<file path="src/rtl/chime_sched.sv">
// chime_sched: buzzer sequencer/arbiter for alarm ring, hourly chime and key click
//
// Ports:
//   clk_1k     1 kHz system clock, all state on rising edge
//   cr         asynchronous active-high reset
//   en         sounder enable; 0 forces IDLE and ignores requests
//   bcd_ht     hour tens (BCD, 24 h)
//   bcd_hu     hour units (BCD)
//   chime_req  one-cycle pulse at the top of the hour
//   alarm_req  level, high while the alarm matches or is latched
//   stop       one-cycle pulse that silences the running alarm
//   key_req    one-cycle pulse per key press
//   buzzer     tone output driving the pin
//   busy       high in any state other than IDLE
//   src        owner: 0 none, 1 key, 2 chime, 3 alarm
//
// Optional feature: define QUIET_HOURS_EN to drop chimes at 22, 23 and 00..06.
module chime_sched #(
    parameter int BEEP_MS       = 200,
    parameter int GAP_MS        = 300,
    parameter int AL_BEEP_MS    = 100,
    parameter int AL_PAUSE_MS   = 500,
    parameter int AL_TIMEOUT_MS = 60000,
    parameter int KEY_MS        = 30
) (
    input  logic       clk_1k,
    input  logic       cr,
    input  logic       en,
    input  logic [3:0] bcd_ht,
    input  logic [3:0] bcd_hu,
    input  logic       chime_req,
    input  logic       alarm_req,
    input  logic       stop,
    input  logic       key_req,
    output logic       buzzer,
    output logic       busy,
    output logic [1:0] src
);
    typedef enum logic [2:0] {IDLE, KEY_ON, CH_ON, CH_OFF, AL_ON, AL_OFF, AL_PAUSE} state_t;

    state_t      state, nxt;
    logic [15:0] cnt, ring;
    logic [3:0]  left, n;
    logic [1:0]  al_n;
    logic [4:0]  hour;
    logic        alarm_done, hour_ok, quiet, chime_ok, alarm_ok, in_ch, in_al, timeout, al_end;

    // Invalid tens digits are rejected by hour_ok, so truncation of hour is harmless.
    assign hour     = 5'(bcd_ht) * 5'd10 + 5'(bcd_hu);
    assign hour_ok  = (bcd_ht <= 4'd2) && (bcd_hu <= 4'd9) && (hour <= 5'd23);
    assign n        = (hour == 5'd0) ? 4'd12 : (hour > 5'd12) ? 4'(hour - 5'd12) : hour[3:0];
`ifdef QUIET_HOURS_EN
    assign quiet    = (hour >= 5'd22) || (hour <= 5'd6);
`else
    assign quiet    = 1'b0;
`endif
    assign chime_ok = chime_req && hour_ok && !quiet;
    assign alarm_ok = alarm_req && !alarm_done;
    assign in_ch    = (state == CH_ON) || (state == CH_OFF);
    assign in_al    = (state == AL_ON) || (state == AL_OFF) || (state == AL_PAUSE);
    // ring holds the number of alarm cycles so far including the current one
    assign timeout  = ring >= 16'(AL_TIMEOUT_MS);
    assign al_end   = !alarm_req || stop || timeout;

    always_ff @(posedge clk_1k or posedge cr) begin
        if (cr) state <= IDLE;
        else    state <= nxt;
    end

    always_comb begin
        nxt = state;
        if (!en) nxt = IDLE;
        else begin
            case (state)
                IDLE:     nxt = alarm_ok ? AL_ON : chime_ok ? CH_ON : key_req ? KEY_ON : IDLE;
                KEY_ON:   nxt = alarm_ok ? AL_ON : chime_ok ? CH_ON :
                                (cnt >= 16'(KEY_MS - 1)) ? IDLE : KEY_ON;
                CH_ON:    nxt = alarm_ok ? AL_ON : (cnt >= 16'(BEEP_MS - 1)) ?
                                ((left <= 4'd1) ? IDLE : CH_OFF) : CH_ON;
                CH_OFF:   nxt = alarm_ok ? AL_ON : (cnt >= 16'(GAP_MS - 1)) ? CH_ON : CH_OFF;
                AL_ON:    nxt = al_end ? IDLE : (cnt >= 16'(AL_BEEP_MS - 1)) ?
                                ((al_n == 2'd3) ? AL_PAUSE : AL_OFF) : AL_ON;
                AL_OFF:   nxt = al_end ? IDLE : (cnt >= 16'(AL_BEEP_MS - 1)) ? AL_ON : AL_OFF;
                AL_PAUSE: nxt = al_end ? IDLE : (cnt >= 16'(AL_PAUSE_MS - 1)) ? AL_ON : AL_PAUSE;
                default:  nxt = IDLE;
            endcase
        end
    end

    always_ff @(posedge clk_1k or posedge cr) begin
        if (cr) begin
            cnt        <= '0;
            ring       <= '0;
            left       <= '0;
            al_n       <= '0;
            alarm_done <= 1'b0;
        end else begin
            // cnt restarts on every state change, which also restarts the tone divider
            cnt        <= (nxt != state || nxt == IDLE) ? '0 : (cnt == 16'hFFFF) ? cnt : cnt + 16'd1;
            ring       <= (nxt == AL_ON && !in_al) ? 16'd1 : (!in_al || nxt == IDLE) ? '0 :
                          (ring == 16'hFFFF) ? ring : ring + 16'd1;
            left       <= (nxt == IDLE) ? '0 : (nxt == CH_ON && !in_ch) ? n :
                          (state == CH_ON && nxt == CH_OFF) ? left - 4'd1 : left;
            al_n       <= (!in_al || nxt == IDLE || nxt == AL_PAUSE) ? '0 :
                          (state == AL_ON && nxt == AL_OFF) ? al_n + 2'd1 : al_n;
            alarm_done <= !alarm_req ? 1'b0 : (in_al && en && (stop || timeout)) ? 1'b1 : alarm_done;
        end
    end

    always_comb begin
        busy   = state != IDLE;
        src    = (state == KEY_ON) ? 2'd1 : in_ch ? 2'd2 : in_al ? 2'd3 : 2'd0;
        // 500 Hz toggles each cycle from 1; 250 Hz is 1,1,0,0 for all but the last chime beep
        buzzer = (state == KEY_ON || state == AL_ON) ? ~cnt[0] :
                 (state == CH_ON) ? ((left == 4'd1) ? ~cnt[0] : ~cnt[1]) : 1'b0;
    end
endmodule

</file>
<file path="config.mk">
export PLATFORM = sky130hd
export DESIGN_NAME = chime_sched
export DESIGN_NICKNAME = d
export VERILOG_FILES = /design/src/rtl/chime_sched.sv
export SDC_FILE = /design/constraint.sdc
export NUM_CORES = 1
export LEC_CHECK = 0
export CAP_MARGIN = 20
export CORE_ASPECT_RATIO = 0.6
export CORE_MARGIN = 2
export CORE_UTILIZATION = 50
export CTS_CLUSTER_SIZE = 16
export DETAILED_ROUTE_END_ITERATION = 8
export PLACE_DENSITY = 0.77
export SETUP_SLACK_MARGIN = 0.4
export SLEW_MARGIN = 20
export SYNTH_ARGS = -nofsm -noshare
export SYNTH_HDL_FRONTEND = slang
export SYNTH_SLANG_ARGS = --single-unit
export TNS_END_PERCENT = 100
</file>
<file path="constraint.sdc">
create_clock -name clk_1k -period 6.75 [get_ports clk_1k]
set_input_delay 1.6875 -clock clk_1k [delete_from_list [all_inputs] [get_ports clk_1k]]
set_output_delay 1.6875 -clock clk_1k [all_outputs]
set_load 0.01 [all_outputs]
</file>
# After elaboration in Yosys (flattened, before gate mapping)
# Index checks and enable logic that the tools add are counted.
[classes]
add_sub_neg = 6
mul = 1
magnitude_cmp = 11
eq_ne = 19
mux = 40
bitwise = 2
n_reduce_logical = 30
[ops]
columns = ["cell", "count"]
rows = [
  ["16-bit two-way mux", 5],
  ["16-bit by 1-bit adder with 16-bit output, second input constant", 2],
  ["16-bit == test, second input constant", 2],
  ["16-bit by 9-bit >= comparator with 1-bit output, second input constant", 2],
  ["2-bit two-way mux", 12],
  ["3-bit two-way mux", 8],
  ["3-bit case mux with 7 select lines", 1],
  ["4-bit two-way mux", 5],
  ["3-bit == test, second input constant", 6],
  ["16-bit >= comparator, second input constant", 1],
  ["16-bit by 5-bit >= comparator with 1-bit output, second input constant", 1],
  ["16-bit by 7-bit >= comparator with 1-bit output, second input constant", 1],
  ["16-bit by 8-bit >= comparator with 1-bit output, second input constant", 1],
  ["3-bit by 2-bit == test with 1-bit output, second input constant", 4],
  ["1-bit logical AND", 10],
  ["1-bit logical OR", 10],
  ["1-bit two-way mux", 9],
  ["3-bit logical NOT", 2],
  ["3-bit nonzero test", 2],
  ["5-bit by 4-bit adder with 5-bit output", 1],
  ["5-bit by 4-bit > comparator with 1-bit output, second input constant", 1],
  ["5-bit less-or-equal comparator, second input constant", 1],
  ["5-bit logical NOT", 1],
  ["4-bit by 1-bit == test with 1-bit output, second input constant", 1],
  ["other kinds (16)", 20],
]
[word_totals]
ff_bits = 42
in_bits = 15
output_inout_bits = 4
wordCells = 115

# Longest topological paths before layout
# Gate-level depths: netlist (run 1).
[depth]
word_depth = 14
ltp_mapped = 11
depth_no_buf = 11

# Worst setup path after synthesis (run 1)
# Ideal clock, no wire load.
[synth_timing]
kind = "input port to flip-flop"
start = "input bcd_ht[0]"
end = "register left[2]"
setup_time_ps = 90
t_arrival_ps = 4337
t_required_ps = 6660
path_slack_ps = 2323
cell_stages = 11
path_buffers = 0
path_cell_list = "ha_1 > fa_1 > xnor2_1 > ha_1 > a32o_1 > nor4b_1 > a211oi_1 > o211a_4 > nor4_4 > mux2_2 > o221ai_1"
[synth_via]
elab_chain_len = 13
word_cells_on_any_way = 26
cone_classes = "add/sub (2); mul (1); order compare (3); eq/ne (2); mux (10); reduce/logical (8)"
[synth_rtl]
columns = ["element", "line_no", "rtl"]
rows = [
  ["from (decl)", "29", "input logic [3:0] bcd_ht,"],
  ["4-bit by 3-bit multiplier with 4-bit output", "49", "assign hour = 5'(bcd_ht) * 5'd10 + 5'(bcd_hu);"],
  ["5-bit by 4-bit adder with 5-bit output", "49", ""],
  ["5-bit less-or-equal comparator", "50", "assign hour_ok = (bcd_ht <= 4'd2) && (bcd_hu <= 4'd9) && (hour <= 5'd23);"],
  ["1-bit logical AND", "50", ""],
  ["1-bit logical AND", "57", "assign chime_ok = chime_req && hour_ok && !quiet;"],
  ["2-bit two-way mux (on tied branches)", "76, 75", ""],
  ["3-bit two-way mux (on tied branches)", "76, 75", ""],
  ["3-bit case mux with 7 select lines", "74", "case (state)"],
  ["3-bit two-way mux", "72", "if (!en) nxt = IDLE;"],
  ["3-bit by 2-bit == test with 1-bit output", "102", "left <= (nxt == IDLE) ? '0 : (nxt == CH_ON && !in_ch) ? n :"],
  ["1-bit logical AND", "102", ""],
  ["4-bit two-way mux (2 in a row)", "102", ""],
  ["to (signal assigned)", "102", ""],
  ["to (decl)", "43", "logic [3:0] left, n;"],
]
# Several ways; a longest one is shown, not always the timed one.
# A chain may end at the register's enable or synchronous reset.

# Final worst setup path (run 1)
[layout_timing]
start = "input bcd_ht[0]"
end = "register cnt[4]"
[layout_via]
elab_chain_len = 12
word_cells_on_any_way = 18
cone_classes = "add/sub (1); mul (1); order compare (2); eq/ne (2); mux (7); reduce/logical (5)"
[layout_rtl]
columns = ["element", "line_no", "rtl"]
rows = [
  ["4-bit by 3-bit multiplier with 4-bit output", "49", ""],
  ["5-bit by 4-bit adder with 5-bit output", "49", ""],
  ["5-bit less-or-equal comparator", "50", ""],
  ["1-bit logical AND (*)", "50", ""],
  ["1-bit logical AND (*)", "57", ""],
  ["2-bit two-way mux (on tied branches)", "76, 75", ""],
  ["3-bit two-way mux (on tied branches)", "76, 75", ""],
  ["3-bit case mux with 7 select lines (*)", "74", ""],
  ["3-bit two-way mux (*)", "72", ""],
  ["3-bit inequality test / 3-bit logical NOT (equally long branches)", "99", "cnt <= (nxt != state || nxt == IDLE) ? '0 : (cnt == 16'hFFFF) ? cnt : cnt + 16'd1;"],
  ["1-bit logical OR (*)", "99", ""],
  ["2-bit inequality test (no line) / 16-bit two-way mux (equally long branches)", "n/a", ""],
  ["to (signal assigned)", "99", ""],
  ["to (decl)", "42", "logic [15:0] cnt, ring;"],
]
# Every way passes the cells marked *; elsewhere a longest branch is shown, timed or not.

==> results.md, run 1 <==
* Status: complete, no violations
* RSZ-0062 raised after global routing: false
* Die area at 6350 sq um
* Post-synth EDFFs at 0
* Synth area leader: dfrtp_1
* HPWL Detailed at 4690 microns
* Internal power at 0.390 mW
* Tcrit/Tclk final at 0.756
* Clk_lat worst skew at 300 ps
* Critical Path, Cell by Cell: clkdlybuf4s50_1 > ha_1 > fa_1 > xnor2_1 > ha_1 > a32o_1 > nor4b_1 > a211oi_1 > o211ai_1 > a21oi_1 > o21ai_1 > nor3_1
* DRC Markers at 0
* Sequential power share at 0.480
* Register area share after synthesis at 0.368
* Initial antenna violation count at 0
* IO Pins at 19
* Max-cap violations at 0
* Pwr dens at 178 nW/um^2
* Global-route wire length before repair at 10900 microns
* Port buffer count at 18
* CTS root buf: clkbuf_8
* Inst Count DP at 413
* Vias in the first global route at 2233
* Yosys top cell area share at 0.368
* Core box area at 5540 sq um
* CTS H-tree depth at 2
* CTS tree: built
* Slew HR at 0.374
* Final instance area at 3210 sq um
* Mapped Area at 2850 sq um
* CTS clk-pin slew, worst paths at 90 ps
* Post-Synthesis Cells at 320
* Worst vdd ir at 0.0000869 V
* Die Wd at 102 microns
* Worst-margin pin slew at 927 ps
* Setup-failing EPs final at 0
* Ys async rst share at 1.00
* Antenna viol nets, final at 0
* Routed via count at 2373
* Synth unique cells at 58
* Clock network power share at 0.295
* Syn Area/Cell at 8.92 sq um
* Critical setup path kind: in2reg
* Final Hold Viols at 0
* Iter 0 DRT Violations at 125
* Tmin final at 5100 ps
* CP required at 6910 ps
* Site row count at 21
* DR pass1 iterations at 4
* Min-Delay Path Class: reg2reg
* Comb pwr share at 0.225
* Switching power at 0.182 mW
* Crit path arrival time at 5260 ps
* Post-synth top flop: dfrtp_1
* RePlAce Congestion at 0.875
* Post-CTS Setup Inserts at 0
* Fin nets at 371
* Global route overflow at 0
* Vias/cell at 5.64
* CTS resizes at 0
* Area Growth Syn to Fin at 12.4%
* Drt total wl at 6150 microns
* Max Fclk at 0.196 GHz
* Worst-path maximum fanout at 9
* Pre-CTS setup slack at 1350 ps
* CP endpoint kind: flop
* Final TNS setup at 0 ps
* Sw frac at 0.318
* Initial Util at 0.515
* Flops & latches, synth at 42
* Max incr delay on CP at 650 ps
* CTS Buf Count at 5
* Worst path most repeated cell: ha_1
* Maximum clock insertion buffer count at 2
* Leak at 1.28 nW
* GRT Total Usage at 0.214
* Diode count at 0
* Clock sink count at 42
* Syn. warnings at 0
* Placed Area at 3120 sq um
* Worst path bufs/invs at 1
* Hold_buf cts at 0
* Ranking of synthesized cells by area: dfrtp_1, ha_1, nor2_1, xor2_1, xnor2_1
* Routed len/inst at 14.6 microns
* Largest net degree at the start of global routing at 43
* Layout cells sized above 1 at 0.0821
* Delay-heaviest family, CP: compound AO/OA/AOI/OAI gates
* Crit-path slowest cell: o21ai_1
* Die H at 62.5 microns
* Layout Skew at 8.17 ps
* Crit start category: primary input
* Non-filler instance count after layout at 421
* Final Max Slew Viols at 0
* Final WS setup at 1650 ps
* Commonest cells in the netlist: dfrtp_1, nor2_1, nand2_1
## state kept, by name, indices dropped and copies added (netlist names)
name / count
left: 4
cnt: 16
ring: 16
alarm_done: 1
state: 3
al_n: 2
## path summary, 6_finish.rpt
| check | startpoint | slack (ps) | depth (start not counted) | end |
|---|---|---|---|---|
| max | bcd_ht[0] | 1650 | 12 | cnt[4] |
| min | alarm_done | 540 | 1 | alarm_done |
| max reg2reg | left[1] | 3440 | 10 | cnt[4] |
| min reg2reg | alarm_done | 540 | 1 | alarm_done |
| max in group asynchronous | cr | 4580 | 3 | state[1] |
| min in group asynchronous | cr | 1810 | 3 | ring[2] |
## layout by cell type, fill, tap and decap left out, drive strengths merged, types with 4 or more instances in the layout
cell type and n:
a21oi 15, nor4 8, and2 4, xnor2 11, and3 7, dfrtp 42, or3 5, a211oi 6
nand3 17, mux2i 4, clkdlybuf4s50 18, nand4 7, ha 15, o311ai 4, o21ai 12, nor2 43
nand2 24, clkbuf 5, xor2 13, inv 17, conb 7, nor3 15
## worst reg2reg max path: cells and delay by family, from the launching register on
kind            cells  cell delay [ps]
flops               1              390
simple gates        3              260
compound gates      5             2170
buf+inv             1              130
fa+ha+maj           1              230
## power by group through the flow
stage          logic [mW]  registers [mW]  clock network, mW
2_1_floorplan      0.0916           0.272                  0
3_3_place_gp        0.122           0.278                  0
3_5_place_dp        0.127           0.279                  0
4_1_cts             0.127           0.274              0.174
5_1_grt             0.143           0.276              0.184
6_report            0.129           0.274              0.169
## through the flow
stage                util  total power, mW  hold WS (ps)
finish              0.579            0.572           543
detailed placement  0.562            0.406           518
floorplan               -            0.364           478
CTS                 0.579            0.575           543
global route        0.579            0.604           551
global placement    0.562            0.400           509
## area by class of cell
cell class                 instances  area [sq um]
tap                               80           100
clock inverter                     3          23.8
inverter                          16          60.1
sequential                        42          1050
fill                             504          2340
multi-input combinational        256          1720
timing repair buffer              19           188
clock buffer                       5          68.8
## logic make-up after synthesis
| group | count (synthesis) | synth area share |
|---|---|---|
| simple gates | 144 | 0.269 |
| mux | 5 | 0.0180 |
| compound gates | 60 | 0.157 |
| buf+inv | 28 | 0.0381 |
| flops | 42 | 0.368 |
| other cells | 1 | 0.00131 |
| xor+xnor | 24 | 0.0763 |
| fa+ha+maj | 16 | 0.0728 |
## metal layers
layer / wire length (microns) / vias up / part of all wire / global-route usage
li1: - / 1179 / - / -
met1: 3210 / 1148 / 0.52 / 0.347
met2: 2600 / 41 / 0.42 / 0.288
met3: 279 / 5 / 0.045 / 0.0403
met4: 55 / 0 / 0.0090 / 0.0541
met5: 0 / - / 0 / 0
(Power assumes the default switching activity.)
==> inputs of run 2 (changes only) <==
clock period = 4.8 ns   (was 6.75 ns; I/O delays follow)
==> run 2 against run 1 <==
  * Final area grew 1.3%
  * Core utilization grew 0.74 points
  * Sequential share of layout area shrank 0.42 points
  * Register-to-register slack lost 1900 ps
  * Clock skew shrank 2.5 ps
  * First-iteration DRC count grew 37%
  * Worst hold slack lost 12 ps
  * Global-route usage grew 1.1 points
  * Via count grew 1.6%
  * Wire length grew 5.7%
  * Setup slack lost 1100 ps
  * Clock power grew 72%
  * Largest power group unchanged
==> results.md, run 2 (synthesis gave the netlist of run 1 again) <==
* FF-to-FF path depth at 10 (unchanged)
* GRT Total Usage at 0.226 (+0.0113)
* Max incr delay on CP at 460 ps (-190 ps)
* Max Fclk at 0.238 GHz
* Crit-path slowest cell: clkdlybuf4s50_1
* Tcrit/Tclk final at 0.875
* Global-route wire length before repair at 11500 microns (+5.5%)
* Layout cells sized above 1 at 0.0933 (+0.0112)
* Final Hold Viols at 0 (unchanged)
* Routed via count at 2412 (+1.6%)
* Delay-heaviest family, CP: adder cells
* CTS clk-pin slew, worst paths at 80 ps (about the same)
* Largest net degree at the start of global routing at 43 (unchanged)
* Pwr dens at 264 nW/um^2 (+48%)
* Diode count at 0 (unchanged)
* WHS at 531 ps (-12.4 ps)
* Hold depth at 1 (unchanged)
* Initial antenna violation count at 0 (unchanged)
* Maximum clock insertion buffer count at 2 (unchanged)
* HPWL Detailed at 4810 microns (+2.6%)
* Slew HR at 0.333 (-0.0413)
* Fin nets at 373 (+0.54%)
* Critical Path, Cell by Cell: clkdlybuf4s50_1 > ha_1 > ha_1 > xnor2_1 > ha_1 > a32o_1 > nor4b_1 > a211oi_1 > o211a_4 > nor4_4 > mux2_2 > o221ai_1
* Die H at 62.5 microns (unchanged)
* Final Max Slew Viols at 0 (unchanged)
* Vias/cell at 5.70 (+1.2%)
* Worst r2r dst: left[2]
* Register area at 1050 sq um (unchanged)
* CTS root buf: clkbuf_8
* Setup-failing EPs final at 0 (unchanged)
* Worst R2R Setup Slack at 1570 ps (-1870 ps)
* CP endpoint kind: flop
* RePlAce Congestion at 0.876 (+0.21%)
* Min-Delay Path Class: reg2reg
* Tot Pwr at 0.859 mW (+50%)
* Final WS setup at 598 ps (-1050 ps)
* Iter 0 DRT Violations at 171 (+37%)
* Routed len/inst at 15.4 microns (+5.2%)
* Worst-path maximum fanout at 4 (-5)
* Global route overflow at 0 (unchanged)
* RR Startpoint: left[1]
* Final TNS setup at 0 ps (unchanged)
* CP required at 5010 ps (-1900 ps)
* Leak at 1.30 nW (+2.1%)
* Die area at 6350 sq um (unchanged)
* CTS H-tree depth at 2 (unchanged)
* Layout Skew at 5.65 ps (-2.52 ps)
* Post-CTS Setup Inserts at 0 (unchanged)
* Layout fillers at 497 (-1.4%)
* Vias in the first global route at 2351 (+5.3%)
* Tmin final at 4200 ps
* DR pass1 iterations at 5 (+1)
* Crit path arrival time at 4410 ps (-850 ps)
* Biggest regs: cnt x16, ring x16, left x4
* Worst vdd ir at 0.000126 V (+45%)
* IO Pins at 19 (unchanged)
* Area Growth Syn to Fin at 13.9%
* Multi-input gate area at 1720 sq um (+0.36%)
* Die Wd at 102 microns (unchanged)
* CTS Buf Count at 5 (unchanged)
* CTS resizes at 0 (unchanged)
* Placed Area at 3130 sq um (+0.48%)
* DRC Markers at 0 (unchanged)
* Clock sink count at 42 (unchanged)
* Worst path most repeated cell: ha_1
* Hold_buf cts at 0 (unchanged)
* Port buffer count at 18 (unchanged)
* Site row count at 21 (unchanged)
* Worst-margin pin slew at 988 ps (+61.2 ps)
* Antenna viol nets, final at 0 (unchanged)
* Clk_lat worst skew at 300 ps (about the same)
* Core box area at 5540 sq um (unchanged)
* Worst Hold Launch: alarm_done
* Status: complete, no violations
* Most frequent cells in the layout: nor2_1, dfrtp_1, nand2_1, clkdlybuf4s50_1, nand3_1
* Initial Util at 0.515 (unchanged)
* Layout Utilization at 0.586 (+0.00745)
* Non-filler instance count after layout at 423 (+0.48%)
* CTS tree: built
* Final instance area at 3250 sq um (+1.3%)
* Crit start category: primary input
* Drt total wl at 6500 microns (+5.7%)
* Hold EP: alarm_done
* Critical setup path kind: in2reg
* Pre-CTS setup slack at 104 ps (-1250 ps)
* RSZ-0062 raised after global routing: false
* Max-cap violations at 0 (unchanged)
* Worst path bufs/invs at 1 (unchanged)
* Inst Count DP at 415 (+0.48%)
[run 2: cell type report]
type / count / share of cell area
flip-flops and latches: 42 / 0.323
multi-input cells: 256 / 0.530
clock inverters: 3 / 0.0135
well taps: 80 / 0.0308
inverters: 16 / 0.0185
repair buffers: 21 / 0.0624
clock buffers: 5 / 0.0212
[run 2: worst register-to-register path, stage by stage (launching register included)]
cell and delay, ps:
dfrtp_1 380, inv_1 130, ha_1 210, nor2_1 50, o311ai_0 810, o21bai_1 250
a31oi_1 160, a211oi_4 410, nor2_2 140, o311ai_2 330, o221ai_1 210
[run 2: routing by layer]
metal  GRT usage  vias to the layer above  wire length [microns]
li1            -                     1191                      -
met1       0.337                     1148                   3260
met2       0.322                       67                   2800
met3      0.0492                        6                    368
met4      0.0743                        0                     65
met5           0                        -                      0
[run 2: power by group]
part	total [mW]	internal, mW	leakage [nW]	switching [mW]
Clock	0.291	0.156	0.0585	0.135
Combinational	0.183	0.0806	0.680	0.102
Sequential	0.385	0.367	0.565	0.0182
Total	0.859	0.604	1.30	0.255
[run 2: how the worst max path moves through the flow]
stage | start | end | slack (ps) | cells past startpoint
floorplan | bcd_ht[0] | left[2] | 860 | 11
global placement | bcd_ht[0] | cnt[7] | 240 | 11
detailed placement | bcd_ht[0] | cnt[3] | 100 | 11
CTS | bcd_ht[0] | cnt[3] | 430 | 11
global route | bcd_ht[0] | left[2] | 410 | 11
finish | bcd_ht[0] | left[2] | 600 | 12
